--- src/rtl/fetch_unit.sv ---
// Instruction fetch: issues imem requests, buffers responses and presents the PC/IR pair to decode.
// Latency: grant in cycle N, response in N+k, valid to decode in N+k+1 (bypass when the buffer is empty).
// Backpressure: stall holds the output register; up to 2 responses are buffered, then requests stop.
module fetch_unit #(
    parameter logic [15:0] RESET_PC  = 16'h0000,
    parameter logic [15:0] BUBBLE_IR = 16'hF000
) (
    input  logic        clk,
    input  logic        reset,
    output logic        imem_req,
    output logic [15:0] imem_addr,
    input  logic        imem_gnt,
    input  logic        imem_rvalid,
    input  logic [15:0] imem_rdata,
    input  logic        redirect,
    input  logic [15:0] redirect_pc,
    input  logic        stall,
    output logic [15:0] toPipe1PC,
    output logic [15:0] toPipe1IR,
    output logic        toPipe1Valid
);

    typedef struct packed {
        logic [15:0] pc;
        logic [15:0] ir;
    } fetch_pair_t;

    // Fetch address state and the single outstanding request.
    logic [15:0] pc;
    logic [15:0] tag;
    logic        outstanding;
    logic        drop;

    // Two-entry response buffer.
    fetch_pair_t buf_mem [2];
    logic        rd_ptr;
    logic        wr_ptr;
    logic [1:0]  count;
    logic [1:0]  count_next;

    // Output register toward decode.
    fetch_pair_t out_pair;
    logic        out_vld;

    fetch_pair_t head;
    fetch_pair_t resp_pair;
    logic        resp_ok;
    logic        load_head;
    logic        bypass;
    logic        push;
    logic        pop;

    assign head      = buf_mem[rd_ptr];
    assign resp_pair = '{pc: tag, ir: imem_rdata};

    // A response is usable unless it belongs to a flushed fetch or arrives with a redirect.
    assign resp_ok   = imem_rvalid && !drop && !redirect;
    assign load_head = !redirect && !stall && (count != 2'd0);
    assign bypass    = !redirect && !stall && (count == 2'd0) && resp_ok;
    assign push      = resp_ok && !bypass;
    assign pop       = load_head;

    // Occupancy after this cycle's pop/push.
    assign count_next = count + {1'b0, push} - {1'b0, pop};

    // A response arriving this cycle frees the request slot, so a new request can go out
    // in the same cycle; that is what allows one instruction per cycle with a one-cycle
    // memory. The occupancy check reserves a buffer slot for the new request's response,
    // so buffered plus in-flight never exceeds two.
    assign imem_req  = !reset && !redirect && (!outstanding || imem_rvalid) &&
                       (count_next < 2'd2);
    assign imem_addr = pc;

    // PC advance, outstanding-request tracking and flush-drop bookkeeping.
    always_ff @(posedge clk or posedge reset) begin
        if (reset) begin
            pc          <= RESET_PC;
            tag         <= RESET_PC;
            outstanding <= 1'b0;
            drop        <= 1'b0;
        end else if (redirect) begin
            // No request is issued in a redirect cycle, so restart exactly at redirect_pc.
            pc          <= redirect_pc;
            outstanding <= outstanding && !imem_rvalid;
            // An in-flight fetch still owes one response; it must be thrown away. A
            // response arriving right now is discarded here and clears the debt.
            drop        <= outstanding && !imem_rvalid;
        end else begin
            if (imem_req && imem_gnt) begin
                outstanding <= 1'b1;
                tag         <= pc;
                pc          <= pc + 16'd1;
            end else if (imem_rvalid) begin
                outstanding <= 1'b0;
            end
            if (imem_rvalid && drop) begin
                drop <= 1'b0;
            end
        end
    end

    // Buffer pointers and occupancy; a redirect empties the buffer.
    always_ff @(posedge clk or posedge reset) begin
        if (reset) begin
            rd_ptr <= 1'b0;
            wr_ptr <= 1'b0;
            count  <= 2'd0;
        end else if (redirect) begin
            rd_ptr <= 1'b0;
            wr_ptr <= 1'b0;
            count  <= 2'd0;
        end else begin
            if (push) begin
                wr_ptr <= ~wr_ptr;
            end
            if (pop) begin
                rd_ptr <= ~rd_ptr;
            end
            count <= count_next;
        end
    end

    // Buffer storage; contents are only meaningful while counted, so no reset needed.
    always_ff @(posedge clk) begin
        if (push) begin
            buf_mem[wr_ptr] <= resp_pair;
        end
    end

    // Output register: redirect bubbles, stall holds, otherwise buffer head or bypass.
    always_ff @(posedge clk or posedge reset) begin
        if (reset) begin
            out_vld     <= 1'b0;
            out_pair.pc <= 16'h0000;
            out_pair.ir <= BUBBLE_IR;
        end else if (redirect) begin
            out_vld     <= 1'b0;
            out_pair.ir <= BUBBLE_IR;
        end else if (!stall) begin
            if (load_head) begin
                out_vld  <= 1'b1;
                out_pair <= head;
            end else if (bypass) begin
                out_vld  <= 1'b1;
                out_pair <= resp_pair;
            end else begin
                // PC is left at its last value so decode sees a stable bubble.
                out_vld     <= 1'b0;
                out_pair.ir <= BUBBLE_IR;
            end
        end
    end

    assign toPipe1PC    = out_pair.pc;
    assign toPipe1IR    = out_pair.ir;
    assign toPipe1Valid = out_vld;

endmodule
--- config.mk ---
export PLATFORM = sky130hd
export DESIGN_NAME = fetch_unit
export DESIGN_NICKNAME = d
export VERILOG_FILES = /design/src/rtl/fetch_unit.sv
export SDC_FILE = /design/constraint.sdc
export NUM_CORES = 1
export LEC_CHECK = 0
export BUFFER_PORTS_ARGS = -buffer_cell sky130_fd_sc_hd__buf_2
export CAP_MARGIN = 10
export CORE_MARGIN = 4
export CORE_UTILIZATION = 50
export CTS_CLUSTER_SIZE = 20
export DETAILED_ROUTE_END_ITERATION = 6
export PLACE_DENSITY = 0.75
export REMOVE_ABC_BUFFERS = 1
export SKIP_LAST_GASP = 1
export SYNTH_ARGS = -nofsm -noshare
export SYNTH_HDL_FRONTEND = slang
export SYNTH_SLANG_ARGS = --single-unit
--- constraint.sdc ---
create_clock -name clk -period 4 [get_ports clk]
set_clock_uncertainty 0.05 [all_clocks]
set_input_delay 0.2 -clock clk [delete_from_list [all_inputs] [get_ports clk]]
set_output_delay 0.2 -clock clk [all_outputs]
set_load 0.05 [all_outputs]
==> impl_metrics.tcl <==
set metrics [dict create \
    min_period_over_period_pct 85.8 \
    cts_setup_buffers 0 \
    synth_area_leaders "edfxtp_1 34%, dfrtp_1 30%, mux2i_1 3.9%" \
    dpl.hpwl_mm 7.87 \
    hold_ws_ns 0.158 \
    synth-seq-cells 135 \
    fmax_mhz 291 \
    clk_pin_slew_ns 0.06 \
    grt-ovfl-total 0 \
    synth_seq_area_share_pct 66.2 \
    design_area_sq_mm 0.00708 \
    slew_violations 0 \
    fin_tns_setup_ns 0 \
    dieArea_sq_mm 0.0129 \
    hold_buffers 36 \
    yosys_warnings 0 \
    slew_headroom_pct 21.4 \
    r2r_start "count[1]$_DFF_PP0_" \
    p_per_area_mw_per_mm2 563 \
    grt_max_degree 45 \
    final_antenna_net_count 0 \
    r2r_cells 8 \
    crit_fanout 14 \
    async_flop_share_pct 52.6 \
    crit_type "in2out" \
    vdd_drop_max_mv 0.255 \
    rrSetupSlack_ns 1.00 \
    finalSetupViolCount 0 \
    yosys-top-cells-count "67 x dfrtp_1, 64 x edfxtp_1, 37 x nand2_1, 29 x nor2_1, 23 x o21ai_0" \
    maxCapViolations 0 \
    post-synth-top-area-fraction_pct 34.4 \
    synth_cells 413 \
    grt_usage_pct 20.3 \
    drc 0 \
    power_mw 3.99 \
    start_util_pct 51.4 \
    r2r-end "tag[7]$_DFFE_PP0P_" \
    vias 3899 \
    grt_pass1_wl_mm 20.1 \
    drt-total-wl_mm 12.5 \
    synth_ff_type "dfrtp_1" \
    setup.worst_path.start_class "input port" \
    hold_class "in2reg" \
    gp_congestion 0.852 \
    hold_end "imem_addr[14]$_DFFE_PP0P_" \
    cp.required_ns 3.75 \
    first_iter_violations 298 \
    synth_edf_count 64 \
    crit_arrival_ns 3.18 \
    cts_buffer_depth 2 \
    rsz0062_at_grt "false" \
    ys_types 46 \
    yosysMostFrequentCell "dfrtp_1" \
    drt-vias-per-instance 5.61 \
    rows 38 \
    wl_per_cell_um 17.9 \
    min_path_cells 4 \
    dp_cells 627 \
    synth_top_area_cell "edfxtp_1" \
    layout.nets 582 \
    cts_sinks 135 \
    status "finished clean" \
    die_w_um 114 \
    fillCellCount 790 \
    crit_path_end_kind "primary output" \
    num_antenna_cells 0 \
    drive_gt1_share_pct 28.5 \
    clock_latency_ns 0.51 \
    syn_area_per_cell_sq_um 13.5 \
    stdcell_count 695 \
    grt_pass1_vias 3890 \
    hold_violations 0 \
    firstDrtPassIters 4 \
    worstHoldStart "imem_gnt" \
    cts_resized 0 \
    place_area_sq_mm 0.00617 \
    die_h_um 114 \
    p_leak_nw 2.87 \
    root_buffer "clkbuf_8" \
    worst_pin_slew_ns 1.17 \
    core_sq_mm 0.0109 \
    io_buffers 87 \
    io_pins 88 \
    htree_levels 4 \
    syn_area_sq_mm 0.00559 \
    cts_buffers 17 \
    syn2layout_area_growth_pct 26.7 \
    antenna_found_initial 0 \
    cts_tree "done" \
    finalCriticalPeriod_ns 3.43 \
]
-- layout by cell type, fill, tap and decap left out, types with 9 or more instances in the layout --
cell / n
buf_2: 87
dfrtp_1: 66
edfxtp_1: 64
nand2_1: 37
dlygate4sd3_1: 36
nor2_1: 29
o21ai_0: 23
mux2i_1: 22
clkbuf_16: 16
nor2b_1: 14
a31oi_1: 14
mux2_2: 13
a221o_1: 12
mux2_4: 9
-- worst max-delay path, cell delays in order --
cell and delay [ns]:
dlygate4sd3_1 0.53, buf_2 0.25, nor2b_1 0.19, buf_4 0.24, nand2_1 0.07, o21ai_0 0.10, ha_1 0.19, xor2_1 0.28
and4_1 0.52, nor2_1 0.07, nor4_1 0.22, buf_2 0.32
-- per-stage QoR --
stage                     worst slack [ns]  utilization, %
after floorplan                     -0.338               -
after global placement                1.09            56.7
after CTS                            0.606            65.0
after global routing                 0.302            65.0
final                                0.568            65.0
after detailed placement              1.01            56.7
-- sequential cells by signal, indices dropped and copies added, names as in the netlist --
| register | count |
|---|---|
| toPipe1PC | 16 |
| toPipe1Valid | 1 |
| drop | 1 |
| tag | 16 |
| buf_mem | 64 |
| wr_ptr | 1 |
| count | 2 |
| toPipe1IR | 16 |
| outstanding | 1 |
| imem_addr | 16 |
| rd_ptr | 1 |
-- how the worst max path moves through the flow --
stage                           from                 endpoint  cells after the start
floorplan           drop$_DFFE_PP0P_  buf_mem[0][0]$_DFFE_PP_                      2
global placement               stall       tag[4]$_DFFE_PP0P_                     10
detailed placement             stall       tag[0]$_DFFE_PP0P_                     10
CTS                            stall                 imem_req                     12
global route                   stall                 imem_req                     12
finish                         stall                 imem_req                     12
-- metal layers --
metal  GRT usage, %  wire, um
met1           27.0      5460
met2           32.7      6080
met3           4.93       804
met4           7.13       130
met5              0         0
-- power breakdown --
part           switching [mW]  internal [mW]
registers               0.149           1.65
clock network           0.555          0.877
logic                   0.514          0.243
total                    1.22           2.77
-- layout make-up --
class	count	area (sq um)	share of cell area, %
clock buffers	18	418	5.90
clock inverters	14	135	1.91
inverters	4	15.0	0.212
well taps	140	175	2.47
multi-input cells	254	1790	25.2
repair buffers	130	848	12.0
flip-flops and latches	135	3700	52.3
-- kinds of logic (layout without fill, tap and decap cells) --
group / Yosys count / count (layout) / synth area share (%)
xor gates and xnor gates: 7 / 7 / 1.10
AOI/OAI and AO/OA: 86 / 86 / 11.4
muxes: 44 / 44 / 8.97
adders and majority gates: 2 / 2 / 0.447
DFF: 135 / 135 / 66.2
buffers and inverters: 24 / 166 / 1.95
and+or+nand+nor: 115 / 115 / 9.87
(Power assumes the default switching activity.)
